$ cat config.mk
export PLATFORM = sky130hd
export DESIGN_NAME = universal_shift_reg
export DESIGN_NICKNAME = d
export VERILOG_FILES = /design/src/rtl/universal_shift_reg.sv
export SDC_FILE = /design/constraint.sdc
export NUM_CORES = 1
export LEC_CHECK = 0
export CAP_MARGIN = 20
export CORE_ASPECT_RATIO = 1.25
export CORE_UTILIZATION = 43
export DETAILED_ROUTE_END_ITERATION = 8
export PLACE_DENSITY = 0.78
export SYNTH_ARGS = -nofsm -noshare
export SYNTH_HDL_FRONTEND = slang
export SYNTH_SLANG_ARGS = --single-unit
$ cat constraint.sdc
create_clock -name clk -period 1.6 [get_ports clk]
set_clock_uncertainty 0.1 [all_clocks]
set_input_delay 0.32 -clock clk [delete_from_list [all_inputs] [get_ports clk]]
set_output_delay 0.32 -clock clk [all_outputs]
set_load 0.01 [all_outputs]
$ cat src/rtl/universal_shift_reg.sv
// rtl/universal_shift_reg.sv - universal shift register: hold, shift right/left, parallel load
// Shift count saturates at WIDTH; done mirrors the saturated count as a flop.
module universal_shift_reg #(
  parameter int WIDTH    = 8,
  parameter bit CIRCULAR = 1'b0
) (
  input  logic                       clk,
  input  logic                       clr,
  input  logic                       en,
  input  logic [1:0]                 mode,
  input  logic                       sin_r,
  input  logic                       sin_l,
  input  logic [WIDTH-1:0]           pdata,
  output logic [WIDTH-1:0]           q,
  output logic                       sout_r,
  output logic                       sout_l,
  output logic [$clog2(WIDTH+1)-1:0] cnt,
  output logic                       done
);

  localparam int CW = $clog2(WIDTH+1);
  localparam logic [CW-1:0] CNT_FULL = CW'(WIDTH);

  localparam logic [1:0] MODE_HOLD  = 2'b00;
  localparam logic [1:0] MODE_RIGHT = 2'b01;
  localparam logic [1:0] MODE_LEFT  = 2'b10;
  localparam logic [1:0] MODE_LOAD  = 2'b11;

  logic [WIDTH-1:0] q_q, q_d;
  logic [CW-1:0]    cnt_q, cnt_d;
  logic             done_q, done_d;
  logic             fill_r, fill_l;
  logic             shift_acc;
  logic [CW-1:0]    cnt_inc;

  // Rotate mode recirculates the outgoing bit; serial inputs are then unused.
  assign fill_r = CIRCULAR ? q_q[0]       : sin_r;
  assign fill_l = CIRCULAR ? q_q[WIDTH-1] : sin_l;

  assign shift_acc = en && ((mode == MODE_RIGHT) || (mode == MODE_LEFT));
  assign cnt_inc   = (cnt_q == CNT_FULL) ? cnt_q : cnt_q + CW'(1);

  always_comb begin
    q_d    = q_q;
    cnt_d  = cnt_q;
    done_d = done_q;
    if (en) begin
      case (mode)
        MODE_RIGHT: q_d = {fill_r, q_q[WIDTH-1:1]};
        MODE_LEFT:  q_d = {q_q[WIDTH-2:0], fill_l};
        MODE_LOAD:  q_d = pdata;
        MODE_HOLD:  q_d = q_q;
        default:    q_d = q_q;
      endcase
    end
    if (shift_acc) begin
      cnt_d  = cnt_inc;
      done_d = (cnt_inc == CNT_FULL);
    end else if (en && (mode == MODE_LOAD)) begin
      cnt_d  = '0;
      done_d = 1'b0;
    end
  end

  always_ff @(posedge clk or posedge clr) begin
    if (clr) begin
      q_q    <= '0;
      cnt_q  <= '0;
      done_q <= 1'b0;
    end else begin
      q_q    <= q_d;
      cnt_q  <= cnt_d;
      done_q <= done_d;
    end
  end

  assign q      = q_q;
  assign cnt    = cnt_q;
  assign done   = done_q;
  assign sout_r = q_q[0];
  assign sout_l = q_q[WIDTH-1];

endmodule

=== Yosys cells after proc, flatten, opt, wreduce, memory -nomap -nowiden ===
Cells that the tools add are included.

* Add/sub/neg operators: 1
* Equal/unequal tests: 5
* Mux-type cells: 6
* Bitwise operators: 1
* Reduce and logical (&&, ||, !) cells: 6

{| class="wikitable"
|+ Operators by type and width
! kind !! number
|-
| $pmux 8 s3 || 1
|-
| $mux 4 || 3
|-
| $eq 4x4->1 const B || 2
|-
| $add 4x1->4 const B || 1
|-
| $eq 2x2->1 const B || 2
|-
| $eq 2x1->1 const B || 1
|-
| $logic_and 1x1->1 || 2
|-
| $logic_not 2->1 || 1
|-
| $mux 1 || 2
|-
| $reduce_and 2->1 || 1
|-
| $reduce_bool 2->1 || 1
|-
| $logic_or 1x1->1 || 1
|-
| $not 1->1 || 1
|}

* Register bits after elaboration: 13
* Bits of input ports: 15
* Output and inout bits: 15
* Logic and storage cells: 22

=== Depth between registers and ports, before layout ===
* Word-level depth: 4
* Gate-level depth with buffers: 6
* Depth with buffers taken out: 5

=== Worst setup path after synthesis ===
No wires, ideal clock.

* Kind: flip-flop to flip-flop
* From: register cnt_q[0], in the netlist cnt[0]
* To: register done_q, in the netlist done
* Setup time: 0.104 ns
* Arrival: 1.276 ns
* Required time: 1.396 ns
* Setup slack: 0.120 ns
* Stages on the path, launching flop included: 6
* Path buffers: 0
* Clock period less this slack: 1.480 ns
* Cells stage by stage: dfrtp_1 -> inv_1 -> ha_1 -> a211oi_1 -> o22ai_1 -> o41ai_2

* Word-level cells in the longest chain between the ends: 4
* Elaborated cells on any way between the ends: 5
* Classes of those cells: add/sub: 1; eq/ne: 2; mux: 2

{| class="wikitable"
|+ Ends and longest elaborated chain
! element !! RTL line !! source
|-
| from (decl) || 30 || <nowiki>logic [CW-1:0] cnt_q, cnt_d;</nowiki>
|-
| from (signal assigned) || 72 || <nowiki>cnt_q <= cnt_d;</nowiki>
|-
| $add 4x1->4 / $eq 4x4->1 (equally long branches) || 41 || <nowiki>assign cnt_inc = (cnt_q == CNT_FULL) ? cnt_q : cnt_q + CW'(1);</nowiki>
|-
| $mux 4 (*) || 41 ||
|-
| $eq 4x4->1 (*) || 58 || <nowiki>done_d = (cnt_inc == CNT_FULL);</nowiki>
|-
| $mux 1 (*) || 56 || <nowiki>if (shift_acc) begin</nowiki>
|-
| to (signal assigned) || 73 || <nowiki>done_q <= done_d;</nowiki>
|-
| to (decl) || 31 || <nowiki>logic done_q, done_d;</nowiki>
|}

Every way passes the cells marked *; elsewhere a longest branch is shown, timed or not.
A chain may end at the register's enable or synchronous reset.

=== Final worst setup path ===
* From: input port mode[0]
* To: register q_q[7], in the netlist q[7]

* Word-level cells in the longest chain between the ends: 3
* Elaborated cells on any way between the ends: 7
* Classes of those cells: eq/ne: 3; mux: 1; bitwise: 1; reduce/logical: 2

{| class="wikitable"
|+ Ends and longest elaborated chain
! element !! RTL line !! source
|-
| from (decl) || 10 || <nowiki>input logic [1:0] mode,</nowiki>
|-
| parallel branches: the longest is 3 deep, another holds $pmux 8 s3 || -- ||
|-
| to (signal assigned) || 71 || <nowiki>q_q <= q_d;</nowiki>
|-
| to (decl) || 29 || <nowiki>logic [WIDTH-1:0] q_q, q_d;</nowiki>
|}

Parallel ways; which one is timed is not known.

==> impl_results.md <==
- Run status: finished clean
- Syn Nets: 103
- Filler cells: between 150 and 200
- Hold Fails Final Rpt: 0
- CP Class: primary input to flip-flop
- Layout cells sized above 1: 23.58%
- DRC Markers: 0
- Tcrit/Tclk final: 96.44%
- Overall power: around 1600 uW
- Slew headroom: approximately 69%
- Sequential cell area: 326.6 sq um
- Clk_lat worst skew: 0.27 ns
- Multi-input gate area: 457.9 sq um
- Setup violators final: 0
- Global Route Usage Sum: between 20% and 30%
- Max Clock Freq: 648.1 MHz
- Net Switching: 610.2 uW
- CTS Hold Bufs: 0
- Minimum clock period: 1.543 ns
- Critical Path AT: 1.60 ns
- Rows: 17
- Average cell area after synthesis: 9.648 sq um
- 1st-pass router iterations: 4
- Starting density of the core: 45.36%
- Most common cell after layout, fill and taps aside: dlygate4sd2_1
- Post-detail-place hpwl: 1.521 mm
- Reg-to-reg critical path startpoint: cnt[1]
- Seq/Total Area, Yosys: 40.63%
- Vias in the first global route: between 700 and 800
- Io pins: 30
- Reg2reg setup slack: around 0.09 ns
- Crit Path Max Fanout: 9
- Die area: 2040 sq um
- Sequential share of power: 31.7%
- Layout Nets: 144
- Sw Ratio: a little under two fifths
- Routed WL: 2.036 mm
- Type of origin of the critical path: primary input
- Max IR drop VDD: 959.7 uV
- Die extent in x: 40.60 microns
- Clock slew at reported path FFs: roughly 0.070 ns
- GPL Wtd Cong: 0.7721
- Leakage power: ~0.00058 uW
- Post-synthesis register bit count: 13
- Max Cap Violations: 0
- Placed Cells: 134
- YS warnings: 0
- Most frequent cells in the layout: 15 x dlygate4sd2_1, 14 x clkdlybuf4s50_1, 12 x dfrtp_1, 12 x buf_4, 11 x a22o_1
- Post-synth cell types: 26
- Least-Margin Pin Slew: 0.4694 ns
- Worst Setup End Kind: flip-flop
- CTS tree: yes
- Critical R2R Capture: cnt[0]
- PD cells: 1331 nW/um^2
- Post-Layout Inst Area: 1215 sq um
- Pint: 1007 uW
- Die Height: approximately 50 microns
- Global-route wire length before repair: 3.291 mm
- IO buf count: 29
- Core area: 1765 sq um
- Reg2Reg Depth: 6
- Number of CTS-inserted buffers: 3
- Clock power share: 12.2%
- Iter 0 DRT Violations: 8
- Hold slack: ~0.27 ns
- Initial antenna violation count: 0
- Total grt overflow: 0
- Vias per Instance: 5.380
- Via count: about 760
- Area after DPL: 1146 sq um
- H-tree depth: 1
- CP Launch Point: mode[0]
- Cell count after synthesis: 83
- Fin. max-slew vios: 0
- Fin util: 68.82%
- Largest net degree at the start of global routing: 17
- Synth Cell Area: roughly 800 sq um
- Mean routed wirelength per cell: 14.34 microns
- Clock Sink Count: 13
- Clock Tree Buf Depth: 2
- Root Buffer: clkbuf_4
- Hold/Removal Path Class: primary input to async pin
- Critical Path RT: 1.66 ns
- N_diodes: 0
- Final std cells w/o fill: approximately 140
- Area grow syn2layout: 51.72%
- Logic pwr share: 56.1%
- Antenna-violating nets left: 0
## through the flow
stage / setup TNS [ns] / setup slack, ns
finish: 0 / 0.05693
global route: -0.009453 / -0.009453
CTS: 0 / 0.01222
detailed placement: -3.630 / -0.3061
global placement: -3.170 / -0.2605
floorplan: 0 / 0.1204
## layer usage
metal / track usage, % / routed length, microns
met1: 25.66 / 864
met4: 10.00 / 9
met3: 3.982 / 110
met5: 0 / 0
met2: 41.01 / 1051
## layout make-up
cell class	count	area share, %
multi-input cells	60	37.69
repair buffers	41	29.76
clock buffers	4	2.163
flip-flops and latches	13	26.88
well taps	19	1.957
inverters	5	1.545
## state kept, by name (all words and copies together), names as in the netlist
register and cells:
cnt 4, q 8, done 1
## power groups by stage
stage	Combinational (uW)	Clock (uW)	Sequential, uW
global route	987	227	526
floorplan	365	0	593
detailed placement	808	0	540
CTS	828	206	508
global placement	785	0	542
finish	907	198	512
## cells by family (layout without fill, tap and decap cells)
group                    count (synthesis)  after routing  synth area share [%]
AND/OR/NAND/NOR                         17             17                 11.25
flip-flops                              13             13                 40.62
buffers and inverters                   10             50                 5.937
XOR/XNOR                                 1              1                 1.094
AO/OA/AOI/OAI                           35             35                 30.63
multiplexers                             2              2                 2.656
adder cells (fa/ha/maj)                  5              5                 7.813
## synthesized netlist by cell type
cell	instances	area, sq um
nor2_2	1	6.260
buf_2	2	10.01
and3b_1	1	8.760
o21ai_0	2	10.01
nand2_1	10	37.54
a31o_1	1	8.760
buf_4	2	15.01
a22o_1	11	96.34
xor2_1	1	8.760
a211oi_1	1	7.510
clkbuf_1	1	3.750
o41ai_2	1	16.27
nor2b_2	1	8.760
mux2_1	1	11.26
o21ai_1	7	35.03
a32o_1	1	10.01
nand2b_1	2	12.51
inv_1	5	18.77
mux2i_1	1	10.01
a21oi_1	9	45.04
dfrtp_1	13	325.3
nor2b_1	1	6.260
ha_1	5	62.56
o22ai_1	1	6.260
nand3_2	1	10.01
a21bo_2	1	10.01
## what timing repair did
| item | CTS | global route |
|---|---|---|
| setup endpoints to repair | 16 | 11 |
| pin swaps | 1 | 2 |
| resized for setup | 17 | 8 |
| buffers inserted | 4 | 0 |
## worst max-delay path: stages
cell             delay (ns)
clkdlybuf4s50_1        0.43
inv_1                  0.10
ha_2                   0.30
nor2_2                 0.04
buf_4                  0.16
a21oi_1                0.18
o21ai_1                0.08
## worst max-delay path by stage
stage | to | slack, ns | cells past startpoint
2_1_floorplan | done | 0.12 | 5
6_report | q[7] | 0.06 | 7
3_3_place_gp | q[7] | -0.26 | 6
5_1_grt | q[0] | -0.009 | 7
3_5_place_dp | done | -0.31 | 6
4_1_cts | q[2] | 0.01 | 6
No activity file was read; power rests on OpenSTA's default activity.
